--- config.mk ---
export PLATFORM = sky130hd
export DESIGN_NAME = spi_shifter_flat
export DESIGN_NICKNAME = d
export VERILOG_FILES = /design/src/rtl/spi_shifter_if.sv /design/src/rtl/spi_shifter.sv /design/src/flat_wrapper.sv
export SDC_FILE = /design/constraint.sdc
export NUM_CORES = 1
export LEC_CHECK = 0
export ABC_AREA = 1
export BUFFER_PORTS_ARGS = -buffer_cell sky130_fd_sc_hd__buf_2
export CORE_MARGIN = 2
export CORE_UTILIZATION = 48
export DETAILED_ROUTE_END_ITERATION = 12
export PLACE_DENSITY = 0.7
export SLEW_MARGIN = 20
export SYNTH_ARGS = -nofsm -noshare
export SYNTH_HDL_FRONTEND = slang
export SYNTH_SLANG_ARGS = --single-unit
--- constraint.sdc ---
create_clock -name CLK -period 2.83 [get_ports CLK]
set_clock_uncertainty 0.05 [all_clocks]
set_input_delay 0.1415 -clock CLK [delete_from_list [all_inputs] [get_ports CLK]]
set_output_delay 0.1415 -clock CLK [all_outputs]
set_load 0.05 [all_outputs]
--- src/rtl/spi_shifter_if.sv ---
// spi_shifter_if: strobe/data/serial bundle between the ctrl decoder and the SPI byte shifter
interface spi_shifter_if;
  logic       WSTB;
  logic [7:0] WDATA;
  logic [1:0] DIV;
  logic       MISO;
  logic       SCK;
  logic       MOSI;
  logic       BUSY;
  logic       DONE;
  logic       OVR;
  logic [7:0] RDATA;
  modport master (output WSTB, WDATA, DIV, MISO, input SCK, MOSI, BUSY, DONE, OVR, RDATA);
  modport slave  (input WSTB, WDATA, DIV, MISO, output SCK, MOSI, BUSY, DONE, OVR, RDATA);
endinterface

--- src/rtl/spi_shifter.sv ---
// spi_shifter: mode-0 SPI byte shifter, 16*H CLK cycles per byte.
// Optional SPI_CLKDIV_EN: H = 1<<DIV (1,2,4,8) via a 3-bit prescaler; otherwise H = 1.
module spi_shifter #(
  parameter bit MSB_FIRST = 1'b1
) (
  input logic         CLK,
  input logic         nRESET,
  spi_shifter_if.slave s
);
  typedef enum logic [1:0] {IDLE, LOW, HIGH} state_t;
  state_t     state;
  logic [7:0] tx, rx, tx_n;
  logic [2:0] cnt;
  logic       accept, tick;
  // the DONE cycle is still treated as busy, so a strobe there is an overrun
  assign accept = s.WSTB && state == IDLE && !s.DONE;
  assign tx_n   = MSB_FIRST ? tx << 1 : tx >> 1;
`ifdef SPI_CLKDIV_EN
  logic [2:0] pre, h_max;
  logic [1:0] div_q;
  assign h_max = {div_q == 2'd3, div_q[1], |div_q};
  assign tick  = pre == h_max;
  always_ff @(posedge CLK or negedge nRESET)
    if (!nRESET) begin
      pre   <= 3'd0;
      div_q <= 2'd0;
    end else if (accept) begin
      pre   <= 3'd0;
      div_q <= s.DIV;
    end else if (state != IDLE) pre <= tick ? 3'd0 : pre + 3'd1;
`else
  assign tick = 1'b1;
`endif
  always_ff @(posedge CLK or negedge nRESET)
    if (!nRESET) begin
      state   <= IDLE;
      tx      <= 8'h00;
      rx      <= 8'h00;
      cnt     <= 3'd0;
      s.SCK   <= 1'b0;
      s.MOSI  <= 1'b0;
      s.BUSY  <= 1'b0;
      s.DONE  <= 1'b0;
      s.OVR   <= 1'b0;
      s.RDATA <= 8'h00;
    end else begin
      s.DONE <= 1'b0;
      if (s.WSTB) s.OVR <= !accept;
      case (state)
        IDLE: if (accept) begin
          state  <= LOW;
          tx     <= s.WDATA;
          cnt    <= 3'd0;
          s.BUSY <= 1'b1;
          s.MOSI <= MSB_FIRST ? s.WDATA[7] : s.WDATA[0];
        end
        LOW: if (tick) begin
          state <= HIGH;
          s.SCK <= 1'b1;
          rx    <= MSB_FIRST ? {rx[6:0], s.MISO} : {s.MISO, rx[7:1]};
        end
        HIGH: if (tick) begin
          s.SCK <= 1'b0;
          cnt   <= cnt + 3'd1;
          if (cnt == 3'd7) begin
            state   <= IDLE;
            s.BUSY  <= 1'b0;
            s.DONE  <= 1'b1;
            s.RDATA <= rx;
          end else begin
            state  <= LOW;
            tx     <= tx_n;
            s.MOSI <= MSB_FIRST ? tx_n[7] : tx_n[0];
          end
        end
        default: state <= IDLE;
      endcase
    end
endmodule

--- src/flat_wrapper.sv ---
// flat-port wrapper written by rule: the top's interface ports become plain ports
module spi_shifter_flat 
#(
  parameter bit MSB_FIRST = 1'b1
)
  (CLK, nRESET, s_WSTB, s_WDATA, s_DIV, s_MISO, s_SCK, s_MOSI, s_BUSY, s_DONE, s_OVR, s_RDATA);
  spi_shifter_if s_i ();
  input logic CLK;
  input logic nRESET;
  input wire logic [$bits(s_i.WSTB)-1:0] s_WSTB;
  input wire logic [$bits(s_i.WDATA)-1:0] s_WDATA;
  input wire logic [$bits(s_i.DIV)-1:0] s_DIV;
  input wire logic [$bits(s_i.MISO)-1:0] s_MISO;
  output wire logic [$bits(s_i.SCK)-1:0] s_SCK;
  output wire logic [$bits(s_i.MOSI)-1:0] s_MOSI;
  output wire logic [$bits(s_i.BUSY)-1:0] s_BUSY;
  output wire logic [$bits(s_i.DONE)-1:0] s_DONE;
  output wire logic [$bits(s_i.OVR)-1:0] s_OVR;
  output wire logic [$bits(s_i.RDATA)-1:0] s_RDATA;
  assign s_i.WSTB = s_WSTB;
  assign s_i.WDATA = s_WDATA;
  assign s_i.DIV = s_DIV;
  assign s_i.MISO = s_MISO;
  assign s_SCK = s_i.SCK;
  assign s_MOSI = s_i.MOSI;
  assign s_BUSY = s_i.BUSY;
  assign s_DONE = s_i.DONE;
  assign s_OVR = s_i.OVR;
  assign s_RDATA = s_i.RDATA;
  spi_shifter #(.MSB_FIRST(MSB_FIRST)) u_core (.CLK(CLK), .nRESET(nRESET), .s(s_i));
endmodule
Yosys cells after proc, flatten, opt, wreduce, memory -nomap -nowiden
Index checks and enable logic that the tools add are counted. Widths: inputs -> output; s select.

Register bits: 33. Bits of input ports: 14. Output and inout bits: 13.

$add $sub $neg: 1. Eq/ne operators: 6. Mux-type cells: 17. Reductions and logical operators: 11.

Operator list (count): $mux 7 (2); $pmux 7 s2 (1); $mux 1 (7); $pmux 1 s2 (3); $pmux 2 s3 (1); $pmux 3 s2 (1); $reduce_and 3->1 (2); $ne 2x1->1 const B (2); $reduce_and 2->1 (2); $reduce_bool 2->1 (2); $add 3x1->3 const B (1); $eq 3x3->1 const B (1); $mux 3 (1); $eq 2x1->1 const B (1); $eq 2x2->1 const B (1); $logic_and 1x1->1 (2); $logic_not 1->1 (2); $logic_not 2->1 (1); $mux 2 (1); $ne 2x2->1 const B (1).

Logic depth before layout (Yosys ltp)
Gate-level depths: netlist of the first run.

Word-level depth: 5. Gate-level depth with buffers: 8. Gate-level depth less buffers: 8.

Worst setup path after synthesis of the first run
No wires, ideal clock.

Path kind: register to register. Start: register u_core.state[0]. End: register u_core.s.MOSI. Library setup time: 0.119 ns. Arrival: 1.204 ns. Data required time: 2.661 ns. Path slack: 1.457 ns. Cell stages (with the launch flop): 8. Path buffers: 0. Period minus slack after synthesis: 1.373 ns. Path through: dfrtp_1 inv_1 ha_1 nand2_2 nand2_4 nand2_4 nand2_1 nand2_1.

Word-level cells in the longest chain between the ends: 5. Elaborated cells on any way between the ends: 9. Classes of those cells: eq/ne (3); mux (1); reduce/logical (5).

RTL lines: start: declaration (line spi_shifter.sv:11) `state_t state;`; start signal: assignment (line spi_shifter.sv:36) `state <= IDLE;`; start signal: assignment (line spi_shifter.sv:51) `state <= LOW;`; start signal: assignment (line spi_shifter.sv:58) `state <= HIGH;`; $logic_not 2->1 (line spi_shifter.sv:16, spi_shifter.sv:49); $logic_and 1x1->1 (2 in series) (line spi_shifter.sv:16) `assign accept = s.WSTB && state == IDLE && !s.DONE;`; $ne 2x1->1 (no source line); $reduce_and 3->1 (no source line); end signal: assignment (line spi_shifter.sv:55) `s.MOSI <= MSB_FIRST ? s.WDATA[7] : s.WDATA[0];`; end signal: assignment (line spi_shifter.sv:73) `s.MOSI <= MSB_FIRST ? tx_n[7] : tx_n[0];`; end: declaration (line spi_shifter_if.sv:14) `modport slave (input WSTB, WDATA, DIV, MISO, output SCK, MOSI, BUSY, DONE, OVR, RDATA);`.

Parallel ways exist; a longest one is shown, timed or not. A chain may end at the register's enable or synchronous reset.

Worst setup path in the final report of the first run
Start: register u_core.state[0]. End: register u_core.s.BUSY.

Word-level cells in the longest chain between the ends: 5. Elaborated cells on any way between the ends: 9. Classes of those cells: eq/ne (3); mux (1); reduce/logical (5).

RTL lines: $logic_not 2->1 (line spi_shifter.sv:16, spi_shifter.sv:49); $logic_and 1x1->1 (2 in series) (line spi_shifter.sv:16); $ne 2x1->1 (no source line); $reduce_and 3->1 (no source line); end signal: assignment (line spi_shifter.sv:42) `s.BUSY <= 1'b0;`; end signal: assignment (line spi_shifter.sv:54) `s.BUSY <= 1'b1;`; end signal: assignment (line spi_shifter.sv:67) `s.BUSY <= 1'b0;`; end: declaration (line spi_shifter_if.sv:14).

Parallel ways exist; a longest one is shown, timed or not.

==> impl_results.html, run 1 <==
<table>
<tr><th>Metric</th><th>Value</th></tr>
<tr><th colspan="2">Outcome</th></tr>
<tr><td>Outcome</td><td>finished clean</td></tr>
<tr><th colspan="2">Clock network</th></tr>
<tr><td>Root Driver</td><td>clkbuf_4</td></tr>
<tr><td>Clock tree sinks</td><td>33</td></tr>
<tr><td>CTS buffer count</td><td>5</td></tr>
<tr><td>TritonCTS clock tree</td><td>yes</td></tr>
<tr><td>Worst-skew pair later-pin latency</td><td>0.33 ns</td></tr>
<tr><td>Resized cells post-CTS</td><td>0</td></tr>
<tr><td>Clock transition at path regs</td><td>0.10 ns</td></tr>
<tr><td>H-tree levels</td><td>2</td></tr>
<tr><td>Largest buffer count on any clock path</td><td>2</td></tr>
<tr><th colspan="2">Global route</th></tr>
<tr><td>Number of antenna violations at the first check in global routing</td><td>0</td></tr>
<tr><td>Maximum number of pins on one net before global-route repair</td><td>34</td></tr>
<tr><td>Combined global-route utilization of all metal layers</td><td>roughly 18%</td></tr>
<tr><td>Total gr overflow</td><td>0</td></tr>
<tr><td>Number of global-route vias before repair</td><td>1117</td></tr>
<tr><td>Wire length of the first global-routing pass</td><td>4.69 mm</td></tr>
<tr><th colspan="2">Final layout</th></tr>
<tr><td>Most used cells in the layout excluding fill and tap cells</td><td>67 x nand2_1, 33 x dfrtp_1, 24 x buf_2</td></tr>
<tr><td>Number of inserted diodes</td><td>0</td></tr>
<tr><td>Most frequent standard cell in the layout excluding fill and tap cells</td><td>nand2_1</td></tr>
<tr><td>Syn-to-layout area delta</td><td>13.6%</td></tr>
<tr><td>Layout cell share with drive strength beyond 1</td><td>between 15 and 20%</td></tr>
<tr><td>Final net count</td><td>~220</td></tr>
<tr><td>Final Util</td><td>56.8%</td></tr>
<tr><th colspan="2">Floorplanning</th></tr>
<tr><td>DIE HEIGHT</td><td>60.0 um</td></tr>
<tr><td>Overall die width</td><td>60.0 um</td></tr>
<tr><td>Area of the core region</td><td>0.00300 mm2</td></tr>
<tr><td>Initial core utilization</td><td>50.0%</td></tr>
<tr><td>Die Outline Area</td><td>about 0.0036 mm2</td></tr>
<tr><td>Number of standard-cell rows in the floorplan</td><td>20</td></tr>
<tr><td>IO Pins</td><td>27</td></tr>
<tr><th colspan="2">Place</th></tr>
<tr><td>Detail Placement HPWL</td><td>1.88 mm</td></tr>
<tr><td>Routability cong.</td><td>0.738</td></tr>
<tr><td>Buffers added on ports</td><td>24</td></tr>
<tr><th colspan="2">STA</th></tr>
<tr><td>Max transition margin</td><td>51.9%</td></tr>
<tr><td>Unrepaired setup endpoints after global routing</td><td>false</td></tr>
<tr><td>Count of endpoints failing hold in the final timing report</td><td>0</td></tr>
<tr><td>Setup TNS</td><td>0 ns</td></tr>
<tr><td>Total of endpoints with negative setup slack in the final report</td><td>0</td></tr>
<tr><td>Final max-slew violation count</td><td>0</td></tr>
<tr><td>Worst Tran Pin Value</td><td>0.721 ns</td></tr>
<tr><td>Highest achievable clock rate</td><td>535 MHz</td></tr>
<tr><td>Post-route minimum period</td><td>1.87 ns</td></tr>
<tr><td>Period utilization</td><td>66.1%</td></tr>
<tr><th colspan="2">Drt</th></tr>
<tr><td>Routed via count</td><td>1154</td></tr>
<tr><td>DRT Wirelength</td><td>approximately 2.7 mm</td></tr>
<tr><td>Drt first pass iters</td><td>4</td></tr>
<tr><td>Avg Vias per Cell</td><td>4.95</td></tr>
<tr><td>DRC violations left</td><td>0</td></tr>
<tr><td>Detail-routed net length per standard cell</td><td>11.6 um</td></tr>
<tr><td>Antenna-violating nets left</td><td>0</td></tr>
<tr><td>Detailed Route Iter0 Violations</td><td>43</td></tr>
<tr><th colspan="2">Logic synthesis</th></tr>
<tr><td>Synthesized-area fraction occupied by xor and xnor cells</td><td>0%</td></tr>
<tr><td>Compound-cell area share of the yosys netlist</td><td>approximately 6.3%</td></tr>
<tr><td>Post-synth top area share</td><td>a little over half</td></tr>
<tr><td>Post-Syn Nets</td><td>between 150 and 200</td></tr>
<tr><td>Library cell occupying the most area in the post-synthesis netlist</td><td>dfrtp_1</td></tr>
<tr><td>Count of synthesis-stage warnings from yosys</td><td>0</td></tr>
<tr><td>Post-synthesis instance total</td><td>171</td></tr>
<tr><td>Sequential share of the synthesized area</td><td>between 50% and 60%</td></tr>
<tr><td>Netlist area before placement</td><td>0.00150 mm2</td></tr>
<tr><td>Largest cells by area after synthesis</td><td>dfrtp_1 55%, nand2_1 17%, ha_1 5.8%, nand3_1 4.7%, inv_1 3.7%</td></tr>
<tr><td>Synth Area in Adders</td><td>5.83%</td></tr>
<tr><td>Simple-gate share of the synthesized area</td><td>26.5%</td></tr>
<tr><td>Syn Area/Cell</td><td>a little under 9 um2</td></tr>
<tr><td>Post-synthesis mux area share</td><td>0%</td></tr>
<tr><td>Netlist cell types</td><td>15</td></tr>
<tr><td>Register bit total from synthesis</td><td>33</td></tr>
<tr><td>Combinational family with the most area after synthesis</td><td>simple AND/OR/NAND/NOR gates</td></tr>
<tr><th colspan="2">Worst setup path</th></tr>
<tr><td>Capturing point of the worst reg2reg path</td><td>u_core.s.BUSY</td></tr>
<tr><td>Max FO, Critical Path</td><td>25</td></tr>
<tr><td>Number of cells on the worst reg-to-reg path</td><td>7</td></tr>
<tr><td>Startpoint types</td><td>register</td></tr>
<tr><td>Data arrival, critical path</td><td>2.05 ns</td></tr>
<tr><td>WP data required</td><td>3.01 ns</td></tr>
<tr><td>Worst-case register-to-register setup slack</td><td>a little under 1 ns</td></tr>
<tr><td>Origin of the critical flop-to-flop path</td><td>u_core.state[0]</td></tr>
<tr><td>Critical path class</td><td>register to register</td></tr>
<tr><td>Critical Path Sink Type</td><td>register</td></tr>
<tr><th colspan="2">Power</th></tr>
<tr><td>Largest vdd supply drop</td><td>approximately 0.45 mV</td></tr>
<tr><td>Leakage dissipation</td><td>0.000946 uW</td></tr>
<tr><td>Total power after layout</td><td>1520 uW</td></tr>
<tr><td>Power density normalized to cell area</td><td>892 mW/mm2</td></tr>
<tr><th colspan="2">Min path</th></tr>
<tr><td>Hold-critical path endpoint</td><td>u_core.tx[0]</td></tr>
<tr><td>Startpoint of the tightest hold check path</td><td>s_WDATA[0]</td></tr>
<tr><td>Hold Path Stages</td><td>3</td></tr>
<tr><td>Hold/Removal Path Class</td><td>input pin to register</td></tr>
<tr><th colspan="2">Run</th></tr>
<tr><td>Number of maximum-capacitance constraint violations</td><td>0</td></tr>
</table>
## per-layer routing
layer / wire length (um) / part of all wire (%) / track usage (%) / vias to the layer above
met2: 1330 / 49 / 28.9 / 20
met5: 0 / 0 / 0 / -
met4: 49 / 1.8 / 8.25 / 0
met3: 116 / 4.3 / 6.28 / 7
li1: - / - / - / 593
met1: 1200 / 44 / 21.2 / 534
## area by class of cell
cell class / count / area [um2]
clock buffers: 7 / 55.1
fillers: 272 / 1300
inverters: 17 / 63.8
multi-input cells: 117 / 581
flip-flops and latches: 33 / 826
well taps: 33 / 41.3
repair buffers: 26 / 140
## how the worst max path moves through the flow
stage | slack, ns | startpoint | end
3_3_place_gp | 1.04 | u_core.state[0] | u_core.s.BUSY
4_1_cts | 0.96 | u_core.state[0] | u_core.s.BUSY
3_5_place_dp | 0.96 | u_core.state[0] | u_core.s.BUSY
2_1_floorplan | 1.46 | u_core.state[0] | u_core.s.MOSI
6_report | 0.96 | u_core.state[0] | u_core.s.BUSY
5_1_grt | 0.77 | u_core.state[0] | u_core.s.BUSY
## registers in the layout, indices dropped and copies added (netlist names)
| signal | cells |
|---|---|
| u_core.s.DONE | 1 |
| u_core.s.SCK | 1 |
| u_core.s.MOSI | 1 |
| u_core.state | 2 |
| u_core.rx | 8 |
| u_core.tx | 7 |
| u_core.s.RDATA | 8 |
| u_core.s.BUSY | 1 |
| u_core.s.OVR | 1 |
| u_core.cnt | 3 |
## cell families (layout without fill, tap and decap cells)
kind of cell               Yosys count  after routing
and+or+nand+nor                     91             91
DFF                                 33             33
buffers and inverters               21             50
AOI/OAI and AO/OA                   19             19
adders and majority gates            7              7
## worst max-delay path, cell delays in order, from the launching register on
cell and delay [ns]:
dfrtp_1 0.45, inv_1 0.11, ha_1 0.53, nand2_4 0.31
inv_1 0.14, nand2_1 0.06, nand2_1 0.07, inv_1 0.04
## stage by stage
step                instances  hold WS [ns]  setup WS, ns  area [um2]
floorplan                 171        -0.204          1.46        1500
CTS                       233       0.00535         0.956        1710
global route              233        0.0116         0.774        1710
global placement          224         0.182          1.04        1630
detailed placement        224         0.193         0.964        1630
finish                    233        0.0238         0.961        1710
## power breakdown
group          internal [uW]  leakage [uW]  switching [uW]
logic                    177      0.000489             394
clock network            117     0.0000314             147
registers                608      0.000425            79.4
## timing repair
action,4_1_cts,5_1_grt
endpoints found under the hold margin,34,0
hold buffers,2,0
setup buffers,0,0
## cells in the mapped netlist
cell and instances:
a21oi_1 2, buf_2 2, buf_6 2, dfrtp_1 33, ha_1 7, inv_1 15
inv_2 2, nand2_1 67, nand2_2 1, nand2_4 3, nand3_1 14, nand3_4 1
nor2_1 5, o21ai_0 9, o21ai_1 8
No activity file was read; power rests on OpenSTA's default activity.
==> inputs of run 2 (changes only) <==
==> constraint.sdc (replaced) <==
create_clock -name CLK -period 1.9 [get_ports CLK]
set_clock_uncertainty 0.05 [all_clocks]
set_input_delay 0.095 -clock CLK [delete_from_list [all_inputs] [get_ports CLK]]
set_output_delay 0.095 -clock CLK [all_outputs]
set_load 0.05 [all_outputs]
==> impl_results.html, run 2 (synthesis results as in run 1) <==
<table>
<tr><th>Metric</th><th>Value</th></tr>
<tr><th colspan="2">Outcome</th></tr>
<tr><td>Outcome</td><td>finished clean</td></tr>
<tr><th colspan="2">Worst setup path</th></tr>
<tr><td>Critical Path Sink Type</td><td>register</td></tr>
<tr><td>Number of cells on the worst reg-to-reg path</td><td>7</td></tr>
<tr><td>Max FO, Critical Path</td><td>25</td></tr>
<tr><td>Sequence of cells on the critical path</td><td>inv_1 -&gt; ha_1 -&gt; nand2_4 -&gt; inv_1 -&gt; nand2_1 -&gt; nand2_1 -&gt; inv_1</td></tr>
<tr><td>Data arrival, critical path</td><td>1.82 ns</td></tr>
<tr><td>Delay of the slowest critical-path stage</td><td>about 0.45 ns</td></tr>
<tr><td>Capturing point of the worst reg2reg path</td><td>u_core.s.BUSY</td></tr>
<tr><td>Startpoint types</td><td>register</td></tr>
<tr><td>Worst-case register-to-register setup slack</td><td>~0.26 ns</td></tr>
<tr><td>WP data required</td><td>2.08 ns</td></tr>
<tr><td>Origin of the critical flop-to-flop path</td><td>u_core.state[0]</td></tr>
<tr><td>Library cell appearing most often on the critical path</td><td>inv_1</td></tr>
<tr><td>Slowest stage cell, crit path</td><td>dfrtp_1</td></tr>
<tr><td>Critical path class</td><td>register to register</td></tr>
<tr><th colspan="2">Clock network</th></tr>
<tr><td>Worst-skew pair later-pin latency</td><td>0.32 ns</td></tr>
<tr><td>CTS buffer count</td><td>5</td></tr>
<tr><td>Number of setup buffers added after CTS</td><td>0</td></tr>
<tr><td>Resized cells post-CTS</td><td>0</td></tr>
<tr><td>Largest buffer count on any clock path</td><td>2</td></tr>
<tr><td>Clock tree sinks</td><td>33</td></tr>
<tr><td>Root Driver</td><td>clkbuf_4</td></tr>
<tr><td>H-tree levels</td><td>2</td></tr>
<tr><td>Clock transition at path regs</td><td>0.10 ns</td></tr>
<tr><td>TritonCTS clock tree</td><td>yes</td></tr>
<tr><th colspan="2">Min path</th></tr>
<tr><td>Startpoint of the tightest hold check path</td><td>s_WSTB</td></tr>
<tr><td>Hold-critical path endpoint</td><td>u_core.s.OVR</td></tr>
<tr><td>Hold Path Stages</td><td>3</td></tr>
<tr><td>Hold/Removal Path Class</td><td>input pin to register</td></tr>
<tr><th colspan="2">Global route</th></tr>
<tr><td>Maximum number of pins on one net before global-route repair</td><td>34</td></tr>
<tr><td>Wire length of the first global-routing pass</td><td>roughly 4.7 mm</td></tr>
<tr><td>Combined global-route utilization of all metal layers</td><td>17.8%</td></tr>
<tr><td>Number of antenna violations at the first check in global routing</td><td>0</td></tr>
<tr><td>Number of global-route vias before repair</td><td>1114</td></tr>
<tr><td>Total gr overflow</td><td>0</td></tr>
<tr><th colspan="2">Final layout</th></tr>
<tr><td>Reg area</td><td>slightly above 800 um2</td></tr>
<tr><td>Layout cell share with drive strength beyond 1</td><td>around a fifth</td></tr>
<tr><td>Final net count</td><td>223</td></tr>
<tr><td>Multi-input logic area</td><td>about 580 um2</td></tr>
<tr><td>Final Util</td><td>57.3%</td></tr>
<tr><td>Most frequent standard cell in the layout excluding fill and tap cells</td><td>nand2_1</td></tr>
<tr><td>Syn-to-layout area delta</td><td>14.5%</td></tr>
<tr><td>Regs by FF count</td><td>u_core.rx: 8 flops, u_core.s.RDATA: 8 flops, u_core.tx: 7 flops</td></tr>
<tr><td>Non-filler cells, final</td><td>236</td></tr>
<tr><td>Total of fill cells in the finished design</td><td>about 280</td></tr>
<tr><td>Number of inserted diodes</td><td>0</td></tr>
<tr><td>Most used cells in the layout excluding fill and tap cells</td><td>67 x nand2_1, 33 x dfrtp_1, 24 x buf_2</td></tr>
<tr><th colspan="2">STA</th></tr>
<tr><td>Max transition margin</td><td>~52%</td></tr>
<tr><td>Highest achievable clock rate</td><td>approximately 610 MHz</td></tr>
<tr><td>Count of endpoints failing hold in the final timing report</td><td>0</td></tr>
<tr><td>Unrepaired setup endpoints after global routing</td><td>false</td></tr>
<tr><td>Final max-slew violation count</td><td>0</td></tr>
<tr><td>Worst Tran Pin Value</td><td>0.714 ns</td></tr>
<tr><td>Total of endpoints with negative setup slack in the final report</td><td>0</td></tr>
<tr><td>Post-route minimum period</td><td>1.64 ns</td></tr>
<tr><td>Setup slack after layout</td><td>about 0.26 ns</td></tr>
<tr><td>Period utilization</td><td>86.6%</td></tr>
<tr><td>Setup TNS</td><td>0 ns</td></tr>
<tr><th colspan="2">Drt</th></tr>
<tr><td>Routed via count</td><td>1162</td></tr>
<tr><td>Detail-routed net length per standard cell</td><td>11.4 um</td></tr>
<tr><td>Avg Vias per Cell</td><td>4.92</td></tr>
<tr><td>Drt first pass iters</td><td>4</td></tr>
<tr><td>DRT Wirelength</td><td>2.68 mm</td></tr>
<tr><td>DRC violations left</td><td>0</td></tr>
<tr><td>Antenna-violating nets left</td><td>0</td></tr>
<tr><td>Detailed Route Iter0 Violations</td><td>26</td></tr>
<tr><th colspan="2">Place</th></tr>
<tr><td>Detail Placement HPWL</td><td>about 1.9 mm</td></tr>
<tr><td>Routability cong.</td><td>0.711</td></tr>
<tr><td>Pre-CTS WS</td><td>0.241 ns</td></tr>
<tr><td>Placed cell count</td><td>225</td></tr>
<tr><td>Buffers added on ports</td><td>24</td></tr>
<tr><th colspan="2">Floorplanning</th></tr>
<tr><td>Die Outline Area</td><td>0.00359 mm2</td></tr>
<tr><td>Area of the core region</td><td>between 0.003 and 0.004 mm2</td></tr>
<tr><td>DIE HEIGHT</td><td>60.0 um</td></tr>
<tr><td>IO Pins</td><td>27</td></tr>
<tr><td>Overall die width</td><td>60.0 um</td></tr>
<tr><td>Initial core utilization</td><td>between 50% and 60%</td></tr>
<tr><td>Number of standard-cell rows in the floorplan</td><td>20</td></tr>
<tr><th colspan="2">Power</th></tr>
<tr><td>Largest vdd supply drop</td><td>between 0.7 and 0.8 mV</td></tr>
<tr><td>Power density normalized to cell area</td><td>~1300 mW/mm2</td></tr>
<tr><td>Total power after layout</td><td>~2300 uW</td></tr>
<tr><td>Leakage dissipation</td><td>0.000956 uW</td></tr>
<tr><th colspan="2">Run</th></tr>
<tr><td>Number of maximum-capacitance constraint violations</td><td>0</td></tr>
</table>
-- run 2: how the worst max path moves through the flow --
stage	slack [ns]	cells past startpoint	to	from
6_report	0.26	7	u_core.s.BUSY	u_core.state[0]
3_5_place_dp	0.24	7	u_core.s.BUSY	u_core.state[0]
5_1_grt	0.11	7	u_core.s.BUSY	u_core.state[0]
4_1_cts	0.25	7	u_core.s.BUSY	u_core.state[0]
2_1_floorplan	0.53	7	u_core.s.MOSI	u_core.state[0]
3_3_place_gp	0.33	7	u_core.s.BUSY	u_core.state[0]
-- run 2: worst max-delay path, delay by kind of cell (launching register included) --
family	cells	cell delay, ns
buffers and inverters	3	0.26
AND/OR/NAND/NOR	3	0.39
flip-flops	1	0.45
adder cells (fa/ha/maj)	1	0.39
-- run 2: layout make-up --
cell class	instances	area share, %
multi-input combinational	117	33.7
clock inverter	2	0.582
tap	33	2.40
sequential	33	48.0
timing repair buffer	28	9.16
inverter	17	3.71
clock buffer	6	2.40
-- run 2: through the flow --
stage / hold WS, ns / instance area, um2
after floorplan: -0.251 / 1500
after global placement: 0.135 / 1640
after detailed placement: 0.142 / 1640
after CTS: 0.0113 / 1720
after global routing: 0.0330 / 1720
final: 0.0272 / 1720
-- run 2: routing by layer --
metal / vias to the layer above / wire length (um) / global-route usage (%)
li1: 602 / - / -
met1: 534 / 1280 / 22.7
met2: 22 / 1260 / 28.6
met3: 4 / 114 / 6.06
met4: 0 / 21 / 5.71
met5: - / 0 / 0
-- run 2: timing repair --
action                                  in CTS  in global routing
endpoints found under the hold margin       35                  0
hold buffers                                 3                  0
endpoints found under the setup margin       0                  0
-- run 2: power by group --
group | total [uW] | switching (uW) | internal (uW)
clock network | 369 | 228 | 141
registers | 1020 | 114 | 906
logic | 869 | 595 | 274
==> inputs of run 3 (changes only) <==
--- a/config.mk
+++ b/config.mk
@@ -8,9 +8,9 @@
 export ABC_AREA = 1
 export BUFFER_PORTS_ARGS = -buffer_cell sky130_fd_sc_hd__buf_2
 export CORE_MARGIN = 2
-export CORE_UTILIZATION = 48
+export CORE_UTILIZATION = 50
 export DETAILED_ROUTE_END_ITERATION = 12
-export PLACE_DENSITY = 0.7
+export PLACE_DENSITY = 0.73
 export SLEW_MARGIN = 20
 export SYNTH_ARGS = -nofsm -noshare
 export SYNTH_HDL_FRONTEND = slang
==> impl_results.html, run 3 (synthesis results as in run 1) <==
<table>
<tr><th>Metric</th><th>Value</th></tr>
<tr><th colspan="2">Outcome</th></tr>
<tr><td>Outcome</td><td>complete, but fails checks</td></tr>
<tr><td>Failing checks</td><td>design-rule violations</td></tr>
<tr><th colspan="2">Worst setup path</th></tr>
<tr><td>Startpoint types</td><td>register</td></tr>
<tr><td>Critical path's top delay family</td><td>flip-flops</td></tr>
<tr><td>WP data required</td><td>between 2 and 2.5 ns</td></tr>
<tr><td>Origin of the critical flop-to-flop path</td><td>u_core.state[0]</td></tr>
<tr><td>Capturing point of the worst reg2reg path</td><td>u_core.s.BUSY</td></tr>
<tr><td>Worst-case register-to-register setup slack</td><td>0.24 ns</td></tr>
<tr><td>Critical path class</td><td>register to register</td></tr>
<tr><td>Number of cells on the worst reg-to-reg path</td><td>7</td></tr>
<tr><td>Data arrival, critical path</td><td>1.85 ns</td></tr>
<tr><td>Max FO, Critical Path</td><td>25</td></tr>
<tr><td>Number of buffers and inverters on the critical path</td><td>3</td></tr>
<tr><td>Critical Path Sink Type</td><td>register</td></tr>
<tr><td>Library cell appearing most often on the critical path</td><td>inv_1</td></tr>
<tr><td>Delay of the slowest critical-path stage</td><td>0.46 ns</td></tr>
<tr><td>Sequence of cells on the critical path</td><td>inv_1 -&gt; ha_1 -&gt; nand2_4 -&gt; inv_1 -&gt; nand2_1 -&gt; nand2_1 -&gt; inv_1</td></tr>
<tr><td>Critical Path Stages</td><td>7</td></tr>
<tr><td>Slowest stage cell, crit path</td><td>dfrtp_1</td></tr>
<tr><th colspan="2">Clock network</th></tr>
<tr><td>TritonCTS clock tree</td><td>yes</td></tr>
<tr><td>Largest buffer count on any clock path</td><td>2</td></tr>
<tr><td>Clock tree sinks</td><td>33</td></tr>
<tr><td>Worst-skew pair later-pin latency</td><td>approximately 0.33 ns</td></tr>
<tr><td>Root Driver</td><td>clkbuf_4</td></tr>
<tr><td>CTS buffer count</td><td>5</td></tr>
<tr><td>H-tree levels</td><td>2</td></tr>
<tr><td>Clock transition at path regs</td><td>0.10 ns</td></tr>
<tr><th colspan="2">Drt</th></tr>
<tr><td>DRC violations left</td><td>2</td></tr>
<tr><td>Detailed Route Iter0 Violations</td><td>36</td></tr>
<tr><td>Detail-routed net length per standard cell</td><td>12.0 um</td></tr>
<tr><td>Avg Vias per Cell</td><td>about 5.1</td></tr>
<tr><td>DRT Wirelength</td><td>~2.8 mm</td></tr>
<tr><td>Routed via count</td><td>roughly 1200</td></tr>
<tr><td>Drt first pass iters</td><td>8</td></tr>
<tr><td>Antenna-violating nets left</td><td>0</td></tr>
<tr><th colspan="2">STA</th></tr>
<tr><td>Final max-slew violation count</td><td>0</td></tr>
<tr><td>Total of endpoints with negative setup slack in the final report</td><td>0</td></tr>
<tr><td>Setup slack after layout</td><td>0.245 ns</td></tr>
<tr><td>Period utilization</td><td>87.1%</td></tr>
<tr><td>Count of endpoints failing hold in the final timing report</td><td>0</td></tr>
<tr><td>Post-route minimum period</td><td>approximately 1.7 ns</td></tr>
<tr><td>Worst Tran Pin Value</td><td>about 0.7 ns</td></tr>
<tr><td>Highest achievable clock rate</td><td>604 MHz</td></tr>
<tr><td>Setup TNS</td><td>0 ns</td></tr>
<tr><td>Final hold slack</td><td>around 0.022 ns</td></tr>
<tr><td>Max transition margin</td><td>51.9%</td></tr>
<tr><td>Unrepaired setup endpoints after global routing</td><td>false</td></tr>
<tr><th colspan="2">Run</th></tr>
<tr><td>Number of maximum-capacitance constraint violations</td><td>0</td></tr>
<tr><th colspan="2">Power</th></tr>
<tr><td>Sequential share of power</td><td>44.6%</td></tr>
<tr><td>Largest vdd supply drop</td><td>between 0.7 and 0.8 mV</td></tr>
<tr><td>Switching power total</td><td>945 uW</td></tr>
<tr><td>Clock network fraction of design power</td><td>17.4%</td></tr>
<tr><td>Power density normalized to cell area</td><td>approximately 1300 mW/mm2</td></tr>
<tr><td>Leakage dissipation</td><td>~0.00096 uW</td></tr>
<tr><td>Switching fraction of total power</td><td>41.1%</td></tr>
<tr><td>Internal power of the cells</td><td>1360 uW</td></tr>
<tr><td>Combinational group share of total power</td><td>38.0%</td></tr>
<tr><th colspan="2">Final layout</th></tr>
<tr><td>Most used cells in the layout excluding fill and tap cells</td><td>67 x nand2_1, 33 x dfrtp_1, 24 x buf_2</td></tr>
<tr><td>Layout cell share with drive strength beyond 1</td><td>about a fifth</td></tr>
<tr><td>Regs by FF count</td><td>u_core.rx: 8 flops, u_core.s.RDATA: 8 flops, u_core.tx: 7 flops</td></tr>
<tr><td>Number of inserted diodes</td><td>0</td></tr>
<tr><td>Most frequent standard cell in the layout excluding fill and tap cells</td><td>nand2_1</td></tr>
<tr><td>Final net count</td><td>223</td></tr>
<tr><td>Final Util</td><td>61.4%</td></tr>
<tr><td>Syn-to-layout area delta</td><td>14.6%</td></tr>
<tr><th colspan="2">Min path</th></tr>
<tr><td>Hold-critical path endpoint</td><td>u_core.s.OVR</td></tr>
<tr><td>Startpoint of the tightest hold check path</td><td>s_WSTB</td></tr>
<tr><td>Hold Path Stages</td><td>3</td></tr>
<tr><td>Hold/Removal Path Class</td><td>input pin to register</td></tr>
<tr><th colspan="2">Floorplanning</th></tr>
<tr><td>IO Pins</td><td>27</td></tr>
<tr><td>Area of the core region</td><td>approximately 0.0028 mm2</td></tr>
<tr><td>DIE HEIGHT</td><td>roughly 59 um</td></tr>
<tr><td>Number of standard-cell rows in the floorplan</td><td>19</td></tr>
<tr><td>Overall die width</td><td>58.8 um</td></tr>
<tr><td>Initial core utilization</td><td>53.6%</td></tr>
<tr><td>Die Outline Area</td><td>0.00346 mm2</td></tr>
<tr><th colspan="2">Global route</th></tr>
<tr><td>Wire length of the first global-routing pass</td><td>around 5 mm</td></tr>
<tr><td>Number of antenna violations at the first check in global routing</td><td>0</td></tr>
<tr><td>Number of global-route vias before repair</td><td>between 1000 and 1500</td></tr>
<tr><td>Combined global-route utilization of all metal layers</td><td>19.2%</td></tr>
<tr><td>Total gr overflow</td><td>0</td></tr>
<tr><td>Maximum number of pins on one net before global-route repair</td><td>34</td></tr>
<tr><th colspan="2">Place</th></tr>
<tr><td>Buffers added on ports</td><td>24</td></tr>
<tr><td>Routability cong.</td><td>0.756</td></tr>
<tr><td>Detail Placement HPWL</td><td>between 1.5 and 2 mm</td></tr>
<tr><td>Pre-CTS WS</td><td>0.257 ns</td></tr>
</table>
==> run 3: changes by cell type in the layout (fill, tap and decap cells not counted) <==
cell,change
clkinv_2,-2
clkbuf_8,+1
==> run 3: repair_timing <==
| item | CTS | global route |
|---|---|---|
| hold buffers | 3 | 0 |
| hold endpoints to repair | 35 | 0 |
| resized for setup | 0 | 0 |
| setup endpoints to repair | 0 | 0 |
| setup buffers | 0 | 0 |
==> run 3: power by group through the flow <==
stage | clock (uW) | combinational, uW | sequential, uW
floorplan | 0 | 602 | 1100
global placement | 0 | 833 | 1020
detailed placement | 0 | 869 | 1040
CTS | 422 | 880 | 1030
global route | 445 | 1000 | 1050
finish | 401 | 873 | 1030
==> run 3: area by class of cell <==
class,instances,area [um2]
multi-input combinational,117,581
timing repair buffer,28,158
sequential,33,826
tap,31,38.8
fill,263,1080
clock buffer,7,55.1
inverter,17,63.8
==> run 3: stage by stage <==
| step | instances | instance area (um2) | power (uW) |
|---|---|---|---|
| finish | 233 | 1720 | 2300 |
| floorplan | 171 | 1500 | 1700 |
| detailed placement | 223 | 1640 | 1910 |
| CTS | 233 | 1720 | 2330 |
| global route | 233 | 1720 | 2500 |
| global placement | 223 | 1640 | 1860 |
==> run 3: layer usage <==
metal	global-route usage [%]	vias to the layer above	part of all wire (%)
met5	0	-	0
met4	8.77	0	1.7
met3	8.35	7	4.9
met2	31.0	27	48
met1	22.1	549	45
li1	-	600	-
==> run 3: worst max path at each step <==
stage                          startpoint             to  slack [ns]
after CTS                 u_core.state[0]  u_core.s.BUSY        0.25
after global routing      u_core.state[0]  u_core.s.BUSY        0.06
after global placement    u_core.state[0]  u_core.s.BUSY        0.33
after floorplan           u_core.state[0]  u_core.s.MOSI        0.53
after detailed placement  u_core.state[0]  u_core.s.BUSY        0.26
final                     u_core.state[0]  u_core.s.BUSY        0.24
==> run 3: worst min-delay path: cells and delay by family <==
kind	cells	cell delay [ns]
simple gates	2	0.15
buf+inv	1	0.13
